[src/rtl/sr_input_conditioner.sv]
// sr_input_conditioner
//   Front-end for the SR latch stage. Each raw request input (set_in,
//   reset_in) is synchronised into clk, then debounced by a small FSM.
//   The debounced levels drive registered, mutually exclusive S/R outputs,
//   one-cycle rise pulses, and a conflict flag. The outputs never show S=R=1.
//
// Ports
//   clk      : system clock, every register updates on its rising edge
//   reset    : synchronous, active-high reset
//   set_in   : raw asynchronous set request
//   reset_in : raw asynchronous reset request
//   S, R     : clean, mutually exclusive set/reset levels to the latch
//   s_rise   : one-cycle pulse when S goes 0->1
//   r_rise   : one-cycle pulse when R goes 0->1
//   conflict : both debounced requests are active (S and R are held low)
//
// Debounce state is kept in st_q[]/cnt_q[] (index 0 = set, 1 = reset) so
// checkers can bind to it by name.
module sr_input_conditioner #(
    parameter  int SYNC_STAGES     = 2,
    parameter  int DEBOUNCE_CYCLES = 4,
    localparam int CNT_W           = $clog2(DEBOUNCE_CYCLES + 1)
) (
    input  logic clk,
    input  logic reset,
    input  logic set_in,
    input  logic reset_in,
    output logic S,
    output logic R,
    output logic s_rise,
    output logic r_rise,
    output logic conflict
);

    typedef enum logic [1:0] {
        STABLE_LO = 2'd0,
        CHK_HI    = 2'd1,
        STABLE_HI = 2'd2,
        CHK_LO    = 2'd3
    } db_state_e;

    localparam logic [CNT_W-1:0] CNT_ONE  = CNT_W'(1);
    localparam logic [CNT_W-1:0] CNT_LAST = CNT_W'(DEBOUNCE_CYCLES - 1);

    logic [1:0]             raw;
    logic [SYNC_STAGES-1:0] sync_q [2];
    logic [SYNC_STAGES-1:0] sync_d [2];
    logic [1:0]             sync_lvl;
    db_state_e              st_q   [2];
    db_state_e              st_d   [2];
    logic [CNT_W-1:0]       cnt_q  [2];
    logic [CNT_W-1:0]       cnt_d  [2];
    logic [1:0]             db;

    logic s_q, r_q, s_rise_q, r_rise_q, conflict_q;
    logic s_d, r_d, s_rise_d, r_rise_d, conflict_d;

    assign raw = {reset_in, set_in};

    // Synchronisers: bit 0 is the first stage, the MSB is the synchronised level.
    always_comb begin
        for (int c = 0; c < 2; c++) begin
            sync_d[c]   = {sync_q[c][SYNC_STAGES-2:0], raw[c]};
            sync_lvl[c] = sync_q[c][SYNC_STAGES-1];
        end
    end

    // Debounce FSMs. A level is accepted once it has been seen on
    // DEBOUNCE_CYCLES consecutive synchronised cycles; any opposite sample
    // while checking returns to the previous stable state.
    always_comb begin
        for (int c = 0; c < 2; c++) begin
            st_d[c]  = st_q[c];
            cnt_d[c] = cnt_q[c];
            case (st_q[c])
                STABLE_LO: begin
                    if (sync_lvl[c]) begin
                        if (DEBOUNCE_CYCLES == 1) begin
                            st_d[c]  = STABLE_HI;
                            cnt_d[c] = '0;
                        end else begin
                            st_d[c]  = CHK_HI;
                            cnt_d[c] = CNT_ONE;
                        end
                    end
                end
                CHK_HI: begin
                    if (!sync_lvl[c]) begin
                        st_d[c]  = STABLE_LO;
                        cnt_d[c] = '0;
                    end else if (cnt_q[c] == CNT_LAST) begin
                        st_d[c]  = STABLE_HI;
                        cnt_d[c] = '0;
                    end else begin
                        cnt_d[c] = cnt_q[c] + CNT_ONE;
                    end
                end
                STABLE_HI: begin
                    if (!sync_lvl[c]) begin
                        if (DEBOUNCE_CYCLES == 1) begin
                            st_d[c]  = STABLE_LO;
                            cnt_d[c] = '0;
                        end else begin
                            st_d[c]  = CHK_LO;
                            cnt_d[c] = CNT_ONE;
                        end
                    end
                end
                CHK_LO: begin
                    if (sync_lvl[c]) begin
                        st_d[c]  = STABLE_HI;
                        cnt_d[c] = '0;
                    end else if (cnt_q[c] == CNT_LAST) begin
                        st_d[c]  = STABLE_LO;
                        cnt_d[c] = '0;
                    end else begin
                        cnt_d[c] = cnt_q[c] + CNT_ONE;
                    end
                end
                default: begin
                    st_d[c]  = STABLE_LO;
                    cnt_d[c] = '0;
                end
            endcase
            // The debounced level stays high while a falling edge is being checked.
            db[c] = (st_q[c] == STABLE_HI) || (st_q[c] == CHK_LO);
        end
    end

    // Output stage. S and R come from exclusive terms, so they can never
    // both be high. A rise pulse needs the exclusive term, so no pulse can
    // fire while both requests are active.
    always_comb begin
        s_d        = db[0] & ~db[1];
        r_d        = db[1] & ~db[0];
        conflict_d = db[0] & db[1];
        s_rise_d   = s_d & ~s_q;
        r_rise_d   = r_d & ~r_q;
    end

    always_ff @(posedge clk) begin
        if (reset) begin
            for (int c = 0; c < 2; c++) begin
                sync_q[c] <= '0;
                st_q[c]   <= STABLE_LO;
                cnt_q[c]  <= '0;
            end
            s_q        <= 1'b0;
            r_q        <= 1'b0;
            s_rise_q   <= 1'b0;
            r_rise_q   <= 1'b0;
            conflict_q <= 1'b0;
        end else begin
            for (int c = 0; c < 2; c++) begin
                sync_q[c] <= sync_d[c];
                st_q[c]   <= st_d[c];
                cnt_q[c]  <= cnt_d[c];
            end
            s_q        <= s_d;
            r_q        <= r_d;
            s_rise_q   <= s_rise_d;
            r_rise_q   <= r_rise_d;
            conflict_q <= conflict_d;
        end
    end

    assign S        = s_q;
    assign R        = r_q;
    assign s_rise   = s_rise_q;
    assign r_rise   = r_rise_q;
    assign conflict = conflict_q;

endmodule

[config.mk]
export PLATFORM = sky130hd
export DESIGN_NAME = sr_input_conditioner
export DESIGN_NICKNAME = d
export VERILOG_FILES = /design/src/rtl/sr_input_conditioner.sv
export SDC_FILE = /design/constraint.sdc
export NUM_CORES = 1
export LEC_CHECK = 0
export CORE_MARGIN = 4
export CORE_UTILIZATION = 52
export CTS_CLUSTER_SIZE = 25
export DETAILED_ROUTE_END_ITERATION = 16
export PLACE_DENSITY_LB_ADDON = 0.08
export SYNTH_ARGS = -nofsm -noshare
export SYNTH_HDL_FRONTEND = slang
export SYNTH_SLANG_ARGS = --single-unit
[constraint.sdc]
create_clock -name clk -period 1.9 [get_ports clk]
set_clock_uncertainty 0.1 [all_clocks]
set_input_delay 0.285 -clock clk [delete_from_list [all_inputs] [get_ports clk]]
set_output_delay 0.285 -clock clk [all_outputs]
set_load 0.05 [all_outputs]
======== Word level (Yosys, flattened, before mapping) ========
Memories as Yosys holds them, arrays and structs flattened.
Cells that the tools add are included.
word-level totals
  flip-flop bits (word level) ............. 5
  latch bits .............................. 0
  bits in writable memories ............... 14
  memory bits (read-only) ................. 0
  input port bits ......................... 4
  output and inout bits ................... 5
  word-level logic and storage cells ...... 72
  memories kept ........................... 3
memories
  name    depth  bits a word  read ports  clocked after Yosys merged registers in  wr ports  RTL line  RTL
  cnt_q   2      3            2           0                                        2         51        logic [CNT_W-1:0] cnt_q [2];
  st_q    2      2            2           0                                        2         49        db_state_e st_q [2];
  sync_q  2      2            2           0                                        2         46        logic [SYNC_STAGES-1:0] sync_q [2];
cells by class
  add/sub/neg operators ................... 2
  multiply operators ...................... 0
  divide/modulo/power cells ............... 0
  order comparisons ....................... 0
  equal/unequal tests ..................... 8
  shift-type cells ........................ 0
  muxes and demuxes ....................... 35
  bitwise gates (word level) .............. 15
  reduce and logical (&&, ||, !) cells .... 4
operators with widths
  kind                 count
  $mux 3               12
  $mux 2               16
  $pmux 3 s4           2
  $pmux 2 s4           2
  $eq 2x2->1 const B   4
  $add 3x1->3 const B  2
  $eq 3x2->1 const B   2
  $or 1x1->1           6
  $and 1x1->1          5
  $eq 2x1->1 const B   2
  $logic_not 2->1      2
  $not 1->1            4
  $mux 1               3
  $logic_or 1x1->1     2

======== Depth between registers and ports, before layout ========
Gate-level depths: netlist of run 1.
  word-level depth ........................ 5
  gate-level depth with buffers ........... 5
  mapped depth without buffers ............ 5

======== Worst setup path before layout of run 1 ========
Ideal clock, no wire load.
  kind .................................... register -> register
  from .................................... memory st_q[0][0] (netlist bit)
  to ...................................... register with a tool-made name
  setup time .............................. 72 ps
  data arrival time ....................... 1421 ps
  required time ........................... 1728 ps
  slack ................................... 308 ps
  cell stages (with the launch flop) ...... 6
  path buffers ............................ 0
  period minus slack after synthesis ...... 1592 ps
  cell sequence ........................... dfxtp_1 -> inv_1 -> ha_1 -> nor3b_1 -> a2111oi_2 -> mux2i_1
RTL lines
  item         RTL line
  from (decl)  49

======== Final worst setup path of run 1 ========
  from .................................... register r_q, in the netlist R
  to ...................................... output R
RTL lines
  item                    RTL line  RTL
  from (decl)             55        logic s_q, r_q, s_rise_q, r_rise_q, conflict_q;
  from (signal assigned)  160       r_q <= r_d;
  to (decl)               29        output logic R,
No word-level cell between the ends.

==> impl_metrics.toml, run 1 <==
[clock_tree]
cts_setup_buffers = 0
worstSkewPairLatency_ns = 0.28
clk_pin_slew_ns = 0.10
cts_hold_buf = 0
clockBufferDepth = 2
cts_tree = "yes"
ctsResizeCount = 0
cts-root-buf = "clkbuf_4"
cts_buffers = 3
h-tree-depth = 1
clock_sink_count = 19

[cells_and_area]
diodes = 0
nNetsFinal = 104
area_growth_pct = 15.42
layout-drive-gt1-share = 0.08511
fill_cells = 135
final_cell_mix = "dfxtp_1, nand2b_1, clkdlybuf4s50_1"
layout_commonest_cell = "dfxtp_1"

[job]
maxCapViolCount = 0

[floorplanning]
die_area_sq_mm = 0.002275
start_util = 0.5440
io_pins = 9
dieWidth_um = 47.70
num_rows = 14
core_sq_mm = 0.001506
die_h_um = 47.70

[setup_path]
cp-start-kind = "register"
arrival_ns = 1.45
cp_slowest_cell = "clkdlybuf4s50_1"
crit_path_end_kind = "primary output"
slowest_delay_ns = 0.81
path_class = "register to primary output"
crit_buf_inv = 1
critPathTopFamily = "buffers and inverters"
path_max_fanout = 2
required_ns = 1.51
cp_cell_sequence = "clkdlybuf4s50_1"

[drt]
drt_iter0_markers = 3
ant_nets = 0
routed_via_density = 5.273
remaining_drc_errors = 0
wl_per_cell_um = 12.04
wirelength_um = 1324
routed-via-count = 580
first_pass_iters = 3

[yosys]
yosysSeqAreaShare = 0.4641
syn_inst = 83
syn_nets = 92
synth.distinct_cells = 30
ys_seq_elements = 19
synth_edf_count = 0
avgSynthCellArea_sq_um = 9.874
yosys_warnings = 0
synthFlopType = "dfxtp_1"
syn_area_sq_um = 819.5
synth-async-reset-ratio = 0

[power]
power.leakage_nw = 0.3574
power_density_mw_per_mm2 = 817.0
ir_worst_vdd_v = 0.0005198

[timing]
max_slew_margin = 0.6667
rsz0062_at_grt = "no"
whs_ns = 0.3247
timing.final.crit_share = 0.9634
setup_viol = 0
drv_slew = 0
fmax_mhz = 546.3
finalSetupTns_ns = 0
hold_viol = 0
worst_slew_pin_slew_ns = 0.4984
period_minus_slack_ns = 1.831

[global_route]
grt_overflow = 0
grt_usage = 0.1379
grt_max_degree = 13
grt_pass1_vias = 546
grt_first_pass_wirelength_um = 2263
antenna_found_initial = 0

[placed_design]
portBuffers = 8
gp_congestion = 0.7471
dp_hpwl_um = 1021

[hold_path]
min_path_type = "register to register"

[outcome]
status = "finished clean"
logic make-up (layout without fill, tap and decap cells):
logic type	Yosys count	after routing	share of synthesized area
AO/OA/AOI/OAI	13	13	0.1252
XOR/XNOR	1	1	0.01069
adder cells (fa/ha/maj)	5	5	0.07634
buffers and inverters	9	20	0.04123
flip-flops	19	19	0.4641
multiplexers	4	4	0.05496
AND/OR/NAND/NOR	32	32	0.2275
path summary, 6_finish.rpt:
kind                           start  slack [ns]  cells past startpoint                end
max                     R$_SDFF_PP0_        0.07                      1                  R
min reg2reg             S$_SDFF_PP0_        0.32                      1  s_rise$_SDFF_PP0_
min                     S$_SDFF_PP0_        0.32                      1  s_rise$_SDFF_PP0_
max reg2reg  st_q[0][0]$_SDFFE_PP0P_        0.14                      5           register
where the power goes:
part / total (mW) / internal [mW] / switching (mW) / leakage, nW
clock network: 0.197 / 0.0814 / 0.115 / 0.0150
logic: 0.140 / 0.0668 / 0.0735 / 0.188
registers: 0.436 / 0.419 / 0.0168 / 0.155
final cells by class:
cell class | count | area (sq um) | share of cell area
Timing Repair Buffer | 9 | 87.58 | 0.09259
Sequential cell | 19 | 380.4 | 0.4021
Inverter | 7 | 26.28 | 0.02778
Tap cell | 16 | 20.02 | 0.02116
Multi-Input combinational cell | 55 | 405.4 | 0.4286
Clock buffer | 4 | 26.28 | 0.02778
stage by stage:
step / utilization / total power, mW / setup slack [ns] / std cells / area (sq um)
after floorplan: - / 0.5505 / 0.3077 / 83 / 819.5
after global placement: 0.6105 / 0.5790 / 0.2609 / 106 / 919.6
after detailed placement: 0.6105 / 0.5839 / 0.1874 / 106 / 919.6
after CTS: 0.6279 / 0.7779 / 0.06189 / 110 / 945.9
after global routing: 0.6279 / 0.8204 / 0.004490 / 110 / 945.9
final: 0.6279 / 0.7728 / 0.06946 / 110 / 945.9
cell usage after synthesis, drive strengths merged, types with 2 or more instances:
| master | number | share of area |
|---|---|---|
| dfxtp | 19 | 0.46 |
| nand2b | 9 | 0.069 |
| nor2 | 5 | 0.023 |
| clkbuf | 2 | 0.0092 |
| mux2i | 3 | 0.037 |
| nor2b | 4 | 0.031 |
| inv | 7 | 0.032 |
| ha | 5 | 0.076 |
| a21oi | 4 | 0.024 |
| a211oi | 3 | 0.034 |
| nor4 | 2 | 0.015 |
| nand2 | 2 | 0.0092 |
| nor3 | 2 | 0.012 |
per-layer routing:
layer  track usage  vias to the layer above  wire (um)
li1              -                      312          -
met1        0.2081                      259        707
met2        0.1873                        7        565
met3       0.03383                        2         41
met4       0.04839                        0         10
met5             0                        -          0
Power figures use the tool's default switching activity.
==> inputs of run 2 (changes only) <==
- SKIP_LAST_GASP: not set -> 1
==> results of run 2 <==
Same layout as run 1: the final DEF is identical, and so are final timing and power.
==> patch 1: new RTL, flow settings as in run 2 <==
Add an input register stage for `set_in`; this delays it by one clock.
--- a/src/rtl/sr_input_conditioner.sv
+++ b/src/rtl/sr_input_conditioner.sv
@@ -42,6 +42,12 @@
     localparam logic [CNT_W-1:0] CNT_ONE  = CNT_W'(1);
     localparam logic [CNT_W-1:0] CNT_LAST = CNT_W'(DEBOUNCE_CYCLES - 1);
 
+    logic set_q;
+
+    always_ff @(posedge clk) begin
+        set_q <= set_in;
+    end
+
     logic [1:0]             raw;
     logic [SYNC_STAGES-1:0] sync_q [2];
     logic [SYNC_STAGES-1:0] sync_d [2];
@@ -55,7 +61,7 @@
     logic s_q, r_q, s_rise_q, r_rise_q, conflict_q;
     logic s_d, r_d, s_rise_d, r_rise_d, conflict_d;
 
-    assign raw = {reset_in, set_in};
+    assign raw = {reset_in, set_q};
 
     // Synchronisers: bit 0 is the first stage, the MSB is the synchronised level.
     always_comb begin
Check against the original RTL: not equivalent (a bounded check fails within 10 cycles, from zero or initial values and one cycle with reset high).
==> patch 1 against run 2 <==
- routed wire length decreased by 19%
- critical path type unchanged
- cell area is 6.5% lower
- critical path depth unchanged
- sequential cell count is 1 higher
- area after synthesis down 11%
- maximum frequency grew 0.23%
- worst setup slack improved by 4.1 ps
- worst hold slack worse by 11 ps
Power is not compared: it rests on default switching activity, and its combinational part moved more than twofold at a synthesized area within 25%.
==> patch 1: results <==
group,metric,value,unit
synthesis,ys_seq_area_frac,0.551,
synthesis,synth_ff_type,"dfxtp_1",
global_route,grt_usage,0.137,
routing,wirelength,1080,um
final_layout,drive_gt1_frac,0.158,
synthesis,synthArstFlopShare,0,
pwr,power.internal,0.657,mW
synthesis,synth_nets,70,
clock_tree,clock-root-buffer,"clkbuf_4",
clock_tree,clk_latency,310,ps
synthesis,synthTopCellsByArea,"dfxtp_1 55%, nor2b_1 6.9%, ha_1 3.4%, nor3b_2 3.4%, mux2_2 3.1%",
global_route,first_global_vias,454,
min_path,holdPathStages,1,
pwr,vdd.ir_drop.worst,0.000510,V
synthesis,synth_commonest_cells,"20 x dfxtp_1, 8 x nor2b_1, 6 x nor2_1",
clock_tree,cts_max_path_buffers,2,
critical_path,startpoint,"S",
placement,dp_hpwl,725,um
synthesis,yosysWarnings,0,
min_path,hold_class,"register to register",
sta,holdWs,314,ps
placement,gp_congestion,0.758,
critical_path,cpPeakStageDelay,800,ps
global_route,grt_max_degree,14,
critical_path,rr_worst_depth,3,
routing,viasPerCell,5.08,
routing,num_vias,462,
synthesis,postSynthAreaPerCell,11.4,sq um
critical_path,reg2reg_to,"cnt_q[0][2]",
clock_tree,post_cts_buffers,0,
routing,first_iter_violations,3,
sta,worst_slack,73.6,ps
placement,pre_cts_slack,343,ps
clock_tree,htreeDepth,1,
final_layout,nNetsFinal,83,
synthesis,ys_types,23,
placement,dp_cells,87,
placement,placed_area,830,sq um
critical_path,crit_path_end,"S",
sta,worst_slew_pin_slew,504,ps
critical_path,regToRegSetupSlack,420,ps
pwr,leakage,0.392,nW
run_status,outcome,"finished, final reports clean",
final_layout,reg_top3,"cnt_q: 6 flops, sync_q: 4 flops, st_q: 2 flops",
routing,dr.pass1.iters,2,
global_route,grt_pass1_wl,1900,um
[patch 1: changes by cell type after synthesis, moves of 3 or more]
cell / change
inv_1: -7
a21oi_1: -3
nand2b_1: -8
ha_1: -3
nor2b_1: +4
[patch 1: layer usage]
layer / global-route usage / part of all wire / up-vias
met2: 0.192 / 0.43 / 10
met5: 0 / 0 / -
li1: - / - / 237
met3: 0.0395 / 0.056 / 6
met4: 0.140 / 0.044 / 0
met1: 0.158 / 0.47 / 209
[patch 1: cell families after synthesis]
family / synth area share
compound gates: 0.0413
xor+xnor: 0.0344
fa+ha+maj: 0.0344
buf+inv: 0.00516
flops: 0.551
mux: 0.0585
simple gates: 0.275
[patch 1: repair_timing]
action | CTS | global route
hold buffers | 0 | 0
resized for setup | 0 | 1
setup endpoints to repair | 0 | 1
[patch 1: area by class of cell]
class                      instances  area (sq um)
clock buffer                       3          22.5
timing repair buffer               9          90.1
clock inverter                     1          30.0
sequential                        20           400
fill                             103           417
multi-input combinational         43           323
tap                               15          18.8
==> patch 2: new RTL, settings of run 2 <==
Without the edit above. Change the parameter `DEBOUNCE_CYCLES` from 4 to 8.
--- a/src/rtl/sr_input_conditioner.sv
+++ b/src/rtl/sr_input_conditioner.sv
@@ -18,7 +18,7 @@
 // checkers can bind to it by name.
 module sr_input_conditioner #(
     parameter  int SYNC_STAGES     = 2,
-    parameter  int DEBOUNCE_CYCLES = 4,
+    parameter  int DEBOUNCE_CYCLES = 8,
     localparam int CNT_W           = $clog2(DEBOUNCE_CYCLES + 1)
 ) (
     input  logic clk,
Check against the original RTL: not equivalent (a bounded check fails within 10 cycles, from zero or initial values and one cycle with reset high).
==> patch 2 against run 2 <==
- sequential power grew 9.9%
- power grew 11%
- worst setup slack better by 6.5 ps
- core utilization rose by 1.3 points
- routed wire length up 41%
- critical path depth is the same
- combinational power up 23%
- area after synthesis rose by 20%
- sequential cell count is 2 higher
- die area rose by 17%
- cell area increased by 20%
==> patch 2: results <==
group,metric,value,unit
run_status,outcome,"finished, final reports clean",
global_route,grt_pass1_wl,3200,um
final_layout,final-clk-cell-share,0.0232,
global_route,met3_usage,0.0372,
placement,placed_area,0.00110,sq mm
sta,holdWs,327,ps
sta,min_period_over_period,0.960,
routing,num_vias,794,
global_route,grt_util_met2,0.261,
sta,worst_slew_pin_slew,511,ps
final_layout,signal_buffer_area_fraction,0.0863,
routing,wirelength,1870,um
placement,dp_hpwl,1370,um
routing,drc,0,
final_layout,multi_input_area_share,0.468,
final_layout,seq_area_frac,0.372,
placement,gp_congestion,0.862,
synthesis,synthTopCellsByArea,"dfxtp_1 43%, ha_1 6.3%, nand3_1 4.6%, nand2_1 3.0%, a2111oi_4 2.8%",
clock_tree,cts.sinks,21,
final_layout,final_cells,140,
final_layout,num-fill-cells,177,
global_route,grt_use_met1,0.199,
global_route,grt_max_degree,12,
min_path,holdPathEnd,"r_rise",
final_layout,nNetsFinal,125,
critical_path,rr_worst_depth,4,
final_layout,multi_input_gates,73,
routing,first_iter_violations,14,
final_layout,drive_gt1_frac,0.0957,
routing,dr.pass1.iters,4,
final_layout,multi_input_area,529,sq um
synthesis,ys_types,36,
clock_tree,cts_max_path_buffers,2,
global_route,grt_usage,0.158,
clock_tree,clock-root-buffer,"clkbuf_4",
synthesis,synth_commonest_cells,"21 x dfxtp_1, 9 x nand3_1, 8 x nand2_1",
synthesis,synth_cells,105,
critical_path,crit_arrival,1440,ps
synthesis,ys_seq_area_frac,0.426,
placement,pre_cts_slack,189,ps
final_layout,n_all_buffers,10,
patch 2: cell types whose count changed after synthesis, moves of 2 or more:
cell	run 2	this run
nand2_1	2	8
nand2b_1	9	1
nand3_1	1	9
nor3_1	2	4
dfxtp_1	19	21
o21ai_0	0	3
nand4_1	1	3
patch 2: cells by family (layout without fill, tap and decap cells):
family                     count (synthesis)  in the layout  synth area share
AOI/OAI and AO/OA                         15             15             0.133
xor gates and xnor gates                   2              2            0.0178
adders and majority gates                  5              5            0.0635
buffers and inverters                     11             21            0.0431
DFF                                       21             21             0.426
muxes                                      3              3            0.0355
and+or+nand+nor                           48             48             0.280
patch 2: power by group:
part	switching, mW	total [mW]	leakage (nW)	internal [mW]
Combinational	0.0908	0.172	0.253	0.0809
Clock	0.128	0.210	0.0150	0.0815
Sequential	0.0184	0.479	0.171	0.461
patch 2: metal layers:
metal  up-vias  wire length, um
li1        398                -
met1       376              884
met2        18              884
met3         2               77
met4         0               19
met5         -                0
